[config.mk]
export PLATFORM = sky130hd
export DESIGN_NAME = nzcv_flag_unit
export DESIGN_NICKNAME = d
export VERILOG_FILES = /design/src/rtl/nzcv_flag_pkg.sv /design/src/rtl/nzcv_flag_unit_stack.sv /design/src/rtl/nzcv_flag_unit.sv
export SDC_FILE = /design/constraint.sdc
export NUM_CORES = 1
export LEC_CHECK = 0
export ABC_AREA = 1
export BUFFER_PORTS_ARGS = -buffer_cell sky130_fd_sc_hd__buf_2
export CORE_MARGIN = 1.5
export CORE_UTILIZATION = 35
export DETAILED_ROUTE_END_ITERATION = 8
export SLEW_MARGIN = 5
export SYNTH_ARGS = -nofsm -noshare
export SYNTH_HDL_FRONTEND = slang
export SYNTH_SLANG_ARGS = --single-unit
[constraint.sdc]
create_clock -name clk -period 1.36 [get_ports clk]
set_input_delay 0.136 -clock clk [delete_from_list [all_inputs] [get_ports clk]]
set_output_delay 0.136 -clock clk [all_outputs]
set_load 0.02 [all_outputs]
[src/rtl/nzcv_flag_pkg.sv]
// Shared definitions for the NZCV flag unit.
// Contents: flag bit indices, 4-bit condition codes EQ..AL, the default
// reset flag value, the nzcv_t flag type, and the logical-op merge helper.
package nzcv_flag_pkg;

  typedef logic [3:0] nzcv_t;

  localparam int FLAG_N = 3;
  localparam int FLAG_Z = 2;
  localparam int FLAG_C = 1;
  localparam int FLAG_V = 0;

  localparam nzcv_t RESET_NZCV_DEF = 4'b0000;

  typedef enum logic [3:0] {
    COND_EQ = 4'd0,  COND_NE = 4'd1,  COND_CS = 4'd2,  COND_CC = 4'd3,
    COND_MI = 4'd4,  COND_PL = 4'd5,  COND_VS = 4'd6,  COND_VC = 4'd7,
    COND_HI = 4'd8,  COND_LS = 4'd9,  COND_GE = 4'd10, COND_LT = 4'd11,
    COND_GT = 4'd12, COND_LE = 4'd13, COND_AL = 4'd14
  } cond_e;

  // Logical/move ops produce N, Z and the shifter carry; V is kept.
  function automatic nzcv_t merge_logical(nzcv_t alu, nzcv_t cur);
    nzcv_t r;
    r         = alu;
    r[FLAG_V] = cur[FLAG_V];
    return r;
  endfunction

endpackage

[src/rtl/nzcv_flag_unit_stack.sv]
// flag_save_stack: LIFO of DEPTH 4-bit flag entries for exception entry/return.
// Ports:
//   clk, rst          clock, async active-high reset (clears all entries)
//   push, pop, din    pop has priority; push ignored when full
//   top               entry[count-1], 0 when empty
//   count             occupied entries, saturates in 0..DEPTH
//   overflow          push (without pop) while full, combinational
//   underflow         pop while empty, combinational
module flag_save_stack
  import nzcv_flag_pkg::*;
#(
  parameter int DEPTH = 2
) (
  input  logic       clk,
  input  logic       rst,
  input  logic       push,
  input  logic       pop,
  input  nzcv_t      din,
  output nzcv_t      top,
  output logic [2:0] count,
  output logic       overflow,
  output logic       underflow
);

  nzcv_t [DEPTH-1:0] mem;
  logic              full, empty;

  assign full      = (count == 3'(DEPTH));
  assign empty     = (count == 3'd0);
  assign underflow = pop & empty;
  assign overflow  = push & ~pop & full;

  always_ff @(posedge clk or posedge rst) begin
    if (rst) begin
      mem   <= '0;
      count <= 3'd0;
    end else if (pop) begin
      if (!empty) count <= count - 3'd1;
    end else if (push && !full) begin
      for (int i = 0; i < DEPTH; i++)
        if (count == 3'(i)) mem[i] <= din;
      count <= count + 3'd1;
    end
  end

  always_comb begin
    top = '0;
    for (int i = 0; i < DEPTH; i++)
      if (count == 3'(i + 1)) top = mem[i];
  end

endmodule

[src/rtl/nzcv_flag_unit.sv]
// nzcv_flag_unit: owns the architectural NZCV flags.
// Priority per cycle: exc_return > exc_entry > msr_we > ALU commit.
// Ports:
//   clk, rst                         clock, async active-high reset
//   alu_valid, alu_nzcv, s_bit,
//   logical_op, cond_pass            ALU flag result and commit qualifiers
//   msr_we, msr_nzcv                 MSR flag write
//   exc_entry, exc_return            push / pop of the save stack
//   nzcv                             registered flags
//   nzcv_fwd                         next-edge flags when NZCV_FLAG_BYPASS_EN
//                                    is defined, otherwise equal to nzcv
//   spsr_nzcv, save_count            top of save stack, occupancy
//   flags_updated                    pulse the cycle after an accepted update
//   save_err                         sticky overflow/underflow
// Optional macro: NZCV_FLAG_BYPASS_EN.
module nzcv_flag_unit
  import nzcv_flag_pkg::*;
#(
  parameter nzcv_t RESET_NZCV = RESET_NZCV_DEF,
  parameter int    SAVE_DEPTH = 2
) (
  input  logic       clk,
  input  logic       rst,
  input  logic       alu_valid,
  input  logic [3:0] alu_nzcv,
  input  logic       s_bit,
  input  logic       logical_op,
  input  logic       cond_pass,
  input  logic       msr_we,
  input  logic [3:0] msr_nzcv,
  input  logic       exc_entry,
  input  logic       exc_return,
  output logic [3:0] nzcv,
  output logic [3:0] nzcv_fwd,
  output logic [3:0] spsr_nzcv,
  output logic [2:0] save_count,
  output logic       flags_updated,
  output logic       save_err
);

  nzcv_t nzcv_nxt;
  logic  upd_nxt;
  logic  push, overflow, underflow;

  // Return wins over entry: a simultaneous entry neither pushes nor errors.
  assign push = exc_entry & ~exc_return;

  flag_save_stack #(.DEPTH(SAVE_DEPTH)) u_stack (
    .clk       (clk),
    .rst       (rst),
    .push      (push),
    .pop       (exc_return),
    .din       (nzcv),
    .top       (spsr_nzcv),
    .count     (save_count),
    .overflow  (overflow),
    .underflow (underflow)
  );

  always_comb begin
    nzcv_nxt = nzcv;
    upd_nxt  = 1'b0;
    if (exc_return) begin
      if (save_count != 3'd0) begin
        nzcv_nxt = spsr_nzcv;
        upd_nxt  = 1'b1;
      end
    end else if (exc_entry) begin
      // Instruction is flushed: same-cycle ALU/MSR updates are discarded.
    end else if (msr_we) begin
      nzcv_nxt = msr_nzcv;
      upd_nxt  = 1'b1;
    end else if (alu_valid && s_bit && cond_pass) begin
      nzcv_nxt = logical_op ? merge_logical(alu_nzcv, nzcv) : alu_nzcv;
      upd_nxt  = 1'b1;
    end
  end

  always_ff @(posedge clk or posedge rst) begin
    if (rst) begin
      nzcv          <= RESET_NZCV;
      flags_updated <= 1'b0;
      save_err      <= 1'b0;
    end else begin
      nzcv          <= nzcv_nxt;
      flags_updated <= upd_nxt;
      save_err      <= save_err | overflow | underflow;
    end
  end

`ifdef NZCV_FLAG_BYPASS_EN
  assign nzcv_fwd = nzcv_nxt;
`else
  assign nzcv_fwd = nzcv;
`endif

endmodule
==> reports/metrics.csv, run 1 <==
metric,value,unit
internal power,1600,uW
top-area cell type share of the netlist area,38.3,%
Clock Latency Late Sink,0.30,ns
layout cells sized above 1,47.5,%
Die H,59.3,um
Power Total,2990,uW
Hold Fails Final Rpt,0,
htree depth,1,
DPL Wire Length,1.97,mm
Flop pwr share,28.6,%
failing checks,negative setup slack,
post-synth cell types,22,
CP Data Arrival Time,1.43,ns
yosys warns,0,
min Tclk post-route,1.57,ns
Clock Sink Count,17,
Top-Level Pins,34,
max-slew violations,0,
clk_skew,0.00863,ns
Cells after Synth,139,
synthesized area,1110,sq um
power share of the clock group,9.5,%
Crit. End Element,primary output,
first-pass GRT wire length,4.09,mm
Register-to-Register Path Depth,9,
relative slew slack,79.2,%
Gate power share,62.0,%
# fillers,306,
initial antenna violation count,0,
clk slew on worst S/H paths,0.10,ns
fraction of registers with async set/reset,100,%
Final nets,206,
syn nets,161,
num rows,20,
setup violators final,6,
Net Sw Frac,46.3,%
period utilization,115,%
largest cells by area after synthesis,"dfrtp_1 38%, nand2_1 16%, nand3_1 6.8%, ha_1 5.6%, inv_1 5.1%",
GP Congestion,0.759,
Core Area,3030,sq um
leak pwr,0.000808,uW
CTS tree,built,
leading cell types by count after synthesis,"46 x nand2_1, 17 x dfrtp_1, 15 x inv_1, 15 x nand3_1, 9 x o21ai_1",
Die Wd,59.3,um
Tightest Pin Transition,0.312,ns
DRC Markers,0,
Num CTS Buffers,3,
largest net degree at the start of global routing,13,
drt total wl,2.51,mm
leading area contributor after synthesis,dfrtp_1,
clock buffer depth,2,
Total GRT Usage,15.5,%
#FFs+latches synth,17,
worst hold stages,3,
"EDFF count, synth",0,
Clock Root Buffer,clkbuf_4,
Worst Hold End,save_err,
Initial Util,36.7,%
Die Area,3520,sq um
"Avg Cell Area, Syn",7.98,sq um
area grow syn2layout,38.6,%
drt first-iter violations,24,
via/cell ratio,4.27,
vias after detailed routing,970,
worst reg2reg endpoint,u_stack.count[0],
Worst EP required,1.22,ns
CP Class,reg2out,
most common cell in the synthesized netlist,nand2_1,
largest fanout on the critical path,4,
Startpoint Class,flop,
# port buffers,33,
drt pass-1 iters,3,
worst hold path class,in2reg,
vias in the first global route,905,
RSZ-0062 raised after global routing,yes,
diode count,0,
PwrDens,1940,nW/um^2
status,"complete, but fails checks",
Synth Flop Type,dfrtp_1,
worst setup margin,-0.208,ns
Peak Freq,0.638,GHz
post-synthesis sequential area ratio,38.3,%
flop2flop setup slack,-0.02,ns
routed len/inst,11.1,um
GRT overflow,0,
FF-to-FF Start,u_stack.count[0],
sw power,1390,uW
Max Cap Viol,0,
Peak VDD IR,0.000577,V
Final Util,50.8,%
min-delay src,exc_entry,
Final ANT Viol Nets,0,
==> state kept, by name, indices dropped and copies added, names as in the netlist <==
name           cells
flags_updated      1
nzcv               4
save_err           1
u_stack.count      3
u_stack.mem        8
==> per-layer routing <==
layer	up-vias	share of wire (%)	track usage (%)
li1	516	-	-
met1	431	48	20.8
met2	21	48	25.3
met3	2	2.7	1.97
met4	0	0.99	5.84
met5	-	0	0
==> worst max-delay path by stage <==
stage / start / end / slack [ns] / cells past startpoint
2_1_floorplan: u_stack.count[0] / u_stack.count[0] / -0.04 / 8
3_3_place_gp: u_stack.count[0] / nzcv[1] / 0.01 / 9
3_5_place_dp: u_stack.count[1] / spsr_nzcv[1] / -0.01 / 7
4_1_cts: u_stack.count[1] / spsr_nzcv[1] / -0.22 / 7
5_1_grt: u_stack.count[0] / spsr_nzcv[1] / -0.27 / 7
6_report: u_stack.count[1] / spsr_nzcv[1] / -0.21 / 6
==> cells by family after synthesis <==
group / count (synthesis) / share of synthesized area, %
and+or+nand+nor: 77 / 35.6
buffers and inverters: 25 / 11.5
DFF: 17 / 38.3
AOI/OAI and AO/OA: 11 / 5.07
adders and majority gates: 5 / 5.64
xor gates and xnor gates: 4 / 3.83
==> stage by stage <==
| step | area, sq um | TNS, ns | hold slack, ns | setup slack [ns] | instances |
|---|---|---|---|---|---|
| 2_1_floorplan | 1130 | -0.0422 | 0.0619 | -0.0397 | 139 |
| 3_3_place_gp | 1370 | 0 | 0.0642 | 0.00996 | 219 |
| 3_5_place_dp | 1370 | -0.0380 | 0.0737 | -0.0139 | 219 |
| 4_1_cts | 1510 | -0.911 | 0.118 | -0.219 | 227 |
| 5_1_grt | 1540 | -1.76 | 0.139 | -0.271 | 227 |
| 6_report | 1540 | -0.800 | 0.137 | -0.208 | 227 |
==> placed cells by master (no fill, tap or decap) <==
cell           count
nand2_1           38
buf_2             29
nand3_1           15
dfrtp_1           15
inv_1             11
o21ai_1           10
buf_4             10
nand2_2            8
inv_2              7
buf_6              6
nand2_4            4
nor2_2             4
xor2_1             3
ha_4               3
clkbuf_4           3
nor2_4             2
nor2_8             2
nand3_4            2
nor2_1             2
dfrtp_2            2
inv_8              1
xor2_2             1
a31oi_2            1
ha_2               1
ha_1               1
clkinv_2           1
dlygate4sd3_1      1
==> power by group through the flow <==
stage	Combinational [uW]	Sequential (uW)	Clock (uW)
6_report	1850	854	283
5_1_grt	2020	887	309
4_1_cts	1780	858	289
2_1_floorplan	989	949	0
3_5_place_dp	1530	859	0
3_3_place_gp	1500	846	0
==> critical path: stages, from the launching register on <==
cell and delay, ns:
dfrtp_2 0.45, ha_4 0.17, buf_4 0.15, nor2_2 0.12
nand2_2 0.07, nand2_2 0.06, buf_6 0.11
==> layout make-up <==
| type | count | area (sq um) | share of cell area (%) |
|---|---|---|---|
| clock buffer | 3 | 22.5 | 1.46 |
| clock inverter | 1 | 5.00 | 0.325 |
| inverter | 19 | 78.8 | 5.13 |
| multi-input combinational | 97 | 651 | 42.3 |
| sequential | 17 | 428 | 27.8 |
| tap | 44 | 55.1 | 3.58 |
| timing repair buffer | 46 | 298 | 19.4 |
==> repair_timing <==
item,in CTS,in global routing
hold endpoints to repair,5,0
hold buffers,1,0
pin swaps,8,3
cloned,0,0
gates resized for setup,25,5
setup endpoints to repair,7,20
buffers inserted,3,0
Power figures use the tool's default switching activity.
==> run 2, diff against run 1 <==
--- a/config.mk
+++ b/config.mk
@@ -7,9 +7,10 @@
 export LEC_CHECK = 0
 export ABC_AREA = 1
 export BUFFER_PORTS_ARGS = -buffer_cell sky130_fd_sc_hd__buf_2
-export CORE_MARGIN = 1.5
+export CORE_MARGIN = 1
 export CORE_UTILIZATION = 35
 export DETAILED_ROUTE_END_ITERATION = 8
+export SKIP_LAST_GASP = 1
 export SLEW_MARGIN = 5
 export SYNTH_ARGS = -nofsm -noshare
 export SYNTH_HDL_FRONTEND = slang
==> run 2 against run 1 <==
The run still ends with negative setup slack left. Clock skew fell by 0.0055 ns. Setup slack got worse by 0.020 ns. Final cell count rose by 2.6%. Critical path type unchanged. Critical endpoint is now spsr_nzcv[2]. Largest cell class unchanged. Highest routed layer unchanged.
==> reports/metrics.csv, run 2 (same netlist as run 1, synthesis figures left out) <==
metric,value,unit
Total GRT Usage,16.6,%
Final ANT Viol Nets,0,
Largest regs,"u_stack.mem x8, nzcv x4, u_stack.count x3",
Final Instance Area,1620,sq um
largest net degree at the start of global routing,13,
via/cell ratio,4.45,
DRC Markers,0,
max-slew violations,0,
"commonest cells after routing, fill and taps aside","31 x nand2_1, 29 x buf_2, 15 x nand2_2, 15 x dfrtp_1, 15 x buf_4",
diode count,0,
clk slew on worst S/H paths,0.11,ns
Final nets,212,
Setup crit end,spsr_nzcv[2],
FF-to-FF Start,u_stack.count[0],
Worst EP required,1.22,ns
drt first-iter violations,23,
CP Data Arrival Time,1.45,ns
FF/Latch Area,428,sq um
Startpoint Class,flop,
Die Wd,58.3,um
Die Area,3400,sq um
worst reg2reg endpoint,u_stack.count[0],
Reg with most FFs,u_stack.mem,
Clock Sink Count,17,
placed inst area,1370,sq um
Initial Util,36.7,%
area grow syn2layout,46.3,%
DP Worst Slack,-0.0150,ns
routed len/inst,11.2,um
critical path's top delay family,flip-flops,
# fillers,295,
CP Class,reg2out,
Tightest Pin Transition,0.313,ns
clk_skew,0.00312,ns
leak pwr,0.000846,uW
clock buffer depth,2,
Clock Latency Late Sink,0.30,ns
min Tclk post-route,1.59,ns
drt total wl,2.61,mm
worst setup margin,-0.227,ns
num rows,20,
htree depth,1,
"most used cell, CP",nand2_2,
vias after detailed routing,1036,
Peak Freq,0.630,GHz
final std cells w/o fill,233,
CP Cell Sequence,inv_4 > ha_4 > inv_2 > nor2_4 > nand2_2 > nand2_2 > buf_6,
Crit. path cell count,7,
Top-Level Pins,34,
Peak VDD IR,0.000609,V
CTS tree,built,
GP Congestion,0.765,
PwrDens,1950,nW/um^2
initial antenna violation count,0,
Register-to-Register Path Depth,10,
max reg flops,8,
largest fanout on the critical path,5,
Die H,58.3,um
CP bufs+invs,3,
worst hold path class,in2reg,
status,"complete, but fails checks",
flop2flop setup slack,-0.17,ns
Final Hold Slack,0.148,ns
RSZ-0062 raised after global routing,yes,
relative slew slack,79.1,%
vias in the first global route,992,
DPL Wire Length,1.87,mm
Core Area,3030,sq um
Max stage delay on crit path,0.45,ns
Hold Fails Final Rpt,0,
GRT overflow,0,
first-pass GRT wire length,4.29,mm
"commonest non-fill, non-tap cell in the layout",nand2_1,
Num CTS Buffers,3,
Crit. Startpoint,u_stack.count[0],
Placed Cells incl. Taps,218,
setup violators final,17,
layout cells sized above 1,52.9,%
Crit. End Element,primary output,
# port buffers,33,
drt pass-1 iters,4,
Worst path slowest cell,dfrtp_2,
period utilization,117,%
failing checks,negative setup slack,
footprint of the multi-input gates,686,sq um
Clock Root Buffer,clkbuf_4,
Max Cap Viol,0,
## run 2: cell types whose count changed in the layout (fill, tap and decap cells not counted), moves of 3 or more
cell	before	now
buf_4	10	15
nor2_4	2	5
nand2_1	38	31
nand2_2	8	15
nor2_2	4	1
## run 2: repair_timing
item / 4_1_cts / 5_1_grt
hold endpoints to repair: 5 / 0
resized for setup: 19 / 23
setup buffers: 5 / 6
endpoints found under the setup margin: 4 / 20
pin swaps: 6 / 15
hold buffers: 1 / 0
## run 2: final cells by class
cell class                 count  area share [%]
multi-input combinational     97            42.2
tap                           44            3.39
inverter                      19            5.01
timing repair buffer          52            21.3
sequential                    17            26.3
clock inverter                 1           0.308
clock buffer                   3            1.39
## run 2: metrics by stage
| step | TNS [ns] | power (uW) | utilization, % |
|---|---|---|---|
| after floorplan | -0.0422 | 1940 | - |
| after global placement | 0 | 2320 | 45.1 |
| after detailed placement | -0.0473 | 2360 | 45.1 |
| after CTS | -1.16 | 2890 | 49.5 |
| after global routing | -3.70 | 3390 | 53.6 |
| final | -2.34 | 3170 | 53.6 |
## run 2: routing by layer
layer	global-route usage, %	up-vias	wire length [um]
li1	-	524	-
met1	21.1	479	1090
met2	27.8	31	1380
met3	2.64	2	111
met4	7.48	0	24
met5	0	-	0
## run 2: worst min-delay path by stage
stage | startpoint | depth (start not counted) | to | slack (ns)
global placement | rst | 2 | u_stack.count[2] | 0.06
finish | exc_entry | 3 | save_err | 0.15
CTS | exc_entry | 3 | save_err | 0.11
global route | exc_entry | 3 | save_err | 0.16
floorplan | rst | 1 | flags_updated | 0.06
detailed placement | rst | 2 | u_stack.count[2] | 0.07
## run 2: worst register-to-register path, stage by stage (launching register included)
cell	delay [ns]
dfrtp_2	0.45
inv_4	0.08
ha_4	0.13
inv_2	0.04
nor2_4	0.17
buf_4	0.15
buf_6	0.11
nor2_8	0.04
inv_2	0.07
nand2_4	0.07
xor2_2	0.14
## run 2: power breakdown
part	switching, uW	leakage [uW]	internal (uW)
combinational	1110	0.000620	893
sequential	178	0.000209	697
clock	182	0.0000177	110
total	1470	0.000846	1700
==> run 3, diff against run 2 <==
--- a/config.mk
+++ b/config.mk
@@ -8,8 +8,10 @@
 export ABC_AREA = 1
 export BUFFER_PORTS_ARGS = -buffer_cell sky130_fd_sc_hd__buf_2
 export CORE_MARGIN = 1
-export CORE_UTILIZATION = 35
+export CORE_UTILIZATION = 45
 export DETAILED_ROUTE_END_ITERATION = 8
+export PLACE_DENSITY = 0.74
+export SETUP_SLACK_MARGIN = 0.5
 export SKIP_LAST_GASP = 1
 export SLEW_MARGIN = 5
 export SYNTH_ARGS = -nofsm -noshare
==> run 3 against run 2 <==
The run still ends with negative setup slack left. Flip-flop and latch count unchanged. Global-route usage rose by 12 points. Final area increased by 9.8%. Core utilization increased by 25 points. Sequential power grew 6.7%. Final cell count is 0.86% lower.
==> reports/metrics.csv, run 3 (same netlist as run 1, synthesis figures left out) <==
metric,value,unit
diode count,0,
worst hold path class,in2reg,
clk_skew,0.00199,ns
largest net degree at the start of global routing,18,
CP Class,reg2reg,
clk slew on worst S/H paths,0.11,ns
worst setup margin,-0.352,ns
min Tclk post-route,1.71,ns
failing checks,negative setup slack,
leak pwr,0.000930,uW
Max Cap Viol,0,
Register-to-Register Path Depth,11,
DRC Markers,0,
"commonest non-fill, non-tap cell in the layout",nand2_1,
Startpoint Class,flop,
critical path's top delay family,simple AND/OR/NAND/NOR gates,
Top-Level Pins,34,
Clock Root Buffer,clkbuf_4,
Largest regs,"u_stack.mem x8, nzcv x4, u_stack.count x3",
CP Data Arrival Time,1.95,ns
flop2flop setup slack,-0.35,ns
Reg with most FFs,u_stack.mem,
FF/Latch Area,433,sq um
footprint of the multi-input gates,657,sq um
# fillers,133,
PwrDens,2160,nW/um^2
min-delay src,exc_entry,
htree depth,1,
layout cells sized above 1,54.7,%
vias after detailed routing,1200,
Final nets,226,
Final ANT Viol Nets,0,
drt pass-1 iters,4,
first-pass GRT wire length,5.31,mm
max-slew violations,0,
Peak VDD IR,0.00169,V
DP Worst Slack,-0.0645,ns
Die Area,2670,sq um
GP Congestion,0.782,
drt total wl,3.96,mm
Die H,51.7,um
area grow syn2layout,60.7,%
Clock Sink Count,17,
Tightest Pin Transition,0.328,ns
CP bufs+invs,5,
via/cell ratio,5.19,
Worst Hold End,save_err,
final std cells w/o fill,231,
Core Area,2280,sq um
drt first-iter violations,40,
DPL Wire Length,1.89,mm
Worst EP required,1.60,ns
RSZ-0062 raised after global routing,yes,
clock buffer depth,2,
"commonest cells after routing, fill and taps aside","36 x nand2_1, 26 x buf_4, 23 x buf_6",
FF-to-FF Start,u_stack.count[1],
setup violators final,20,
Total GRT Usage,28.3,%
Clock Latency Late Sink,0.30,ns
Final Util,78.3,%
worst hold stages,3,
largest fanout on the critical path,5,
Die Wd,51.7,um
Final Hold Slack,0.122,ns
worst reg2reg endpoint,nzcv[3],
period utilization,126,%
Num CTS Buffers,3,
status,"complete, but fails checks",
num rows,17,
Crit. End Element,flop,
"most used cell, CP",buf_4,
relative slew slack,78.1,%
setup tns final,-3.29,ns
CP Cell Sequence,inv_2 > ha_4 > inv_2 > nor2_4 > nand2_2 > buf_4 > buf_4 > buf_4 > nand3_1 > nand3_1 > nand2_1,
Worst path slowest cell,dfrtp_2,
Hold Fails Final Rpt,0,
Peak Freq,0.584,GHz
GRT overflow,0,
# port buffers,33,
vias in the first global route,1136,
Placed Cells incl. Taps,202,
Max stage delay on crit path,0.45,ns
max reg flops,8,
routed len/inst,17.2,um
Initial Util,48.8,%
initial antenna violation count,0,
CTS tree,built,
run 3: final cells by class:
class / count / share of cell area, %
repair buffers: 66 / 30.5
flip-flops and latches: 17 / 24.3
multi-input cells: 97 / 36.8
clock inverters: 1 / 0.281
clock buffers: 3 / 1.26
well taps: 28 / 1.96
inverters: 19 / 4.84
run 3: worst max path at each step:
stage	from	to	slack, ns	cells past startpoint
final	u_stack.count[1]	nzcv[3]	-0.35	11
after global routing	u_stack.count[0]	nzcv[3]	-0.43	11
after CTS	u_stack.count[0]	spsr_nzcv[3]	-0.22	7
after detailed placement	u_stack.count[1]	u_stack.mem[7]	-0.06	8
after global placement	u_stack.count[0]	spsr_nzcv[0]	-0.01	7
after floorplan	u_stack.count[0]	u_stack.count[0]	-0.04	8
run 3: where the power goes:
group	internal (uW)	switching [uW]	total, uW
clock	110	177	287
combinational	1290	1340	2630
sequential	706	228	934
total	2100	1740	3850
run 3: worst reg2reg max path: stages, from the launching register on:
cell and delay [ns]:
dfrtp_2 0.45, inv_2 0.10, ha_4 0.14, inv_2 0.04
nor2_4 0.15, nand2_2 0.10, buf_4 0.13, buf_4 0.12
buf_4 0.13, nand3_1 0.08, nand3_1 0.11, nand2_1 0.09
run 3: metal layers:
metal | track usage [%] | vias to the layer above | wire length (um) | part of all wire (%)
li1 | - | 553 | - | -
met1 | 35.0 | 576 | 1610 | 41
met2 | 47.6 | 57 | 1970 | 50
met3 | 2.34 | 14 | 209 | 5.3
met4 | 17.1 | 0 | 175 | 4.4
met5 | 0 | - | 0 | 0
run 3: metrics by stage:
stage	cell area [sq um]	power [uW]
finish	1780	3850
CTS	1690	3370
global placement	1350	2330
global route	1780	4020
detailed placement	1350	2370
floorplan	1130	1940
run 3: what timing repair did:
| action | CTS | global route |
|---|---|---|
| endpoints found under the setup margin | 34 | 34 |
| pin swaps | 11 | 7 |
| hold buffers | 1 | 0 |
| gates cloned | 0 | 0 |
| hold endpoints to repair | 17 | 0 |
| setup buffers | 16 | 8 |
| resized for setup | 54 | 15 |
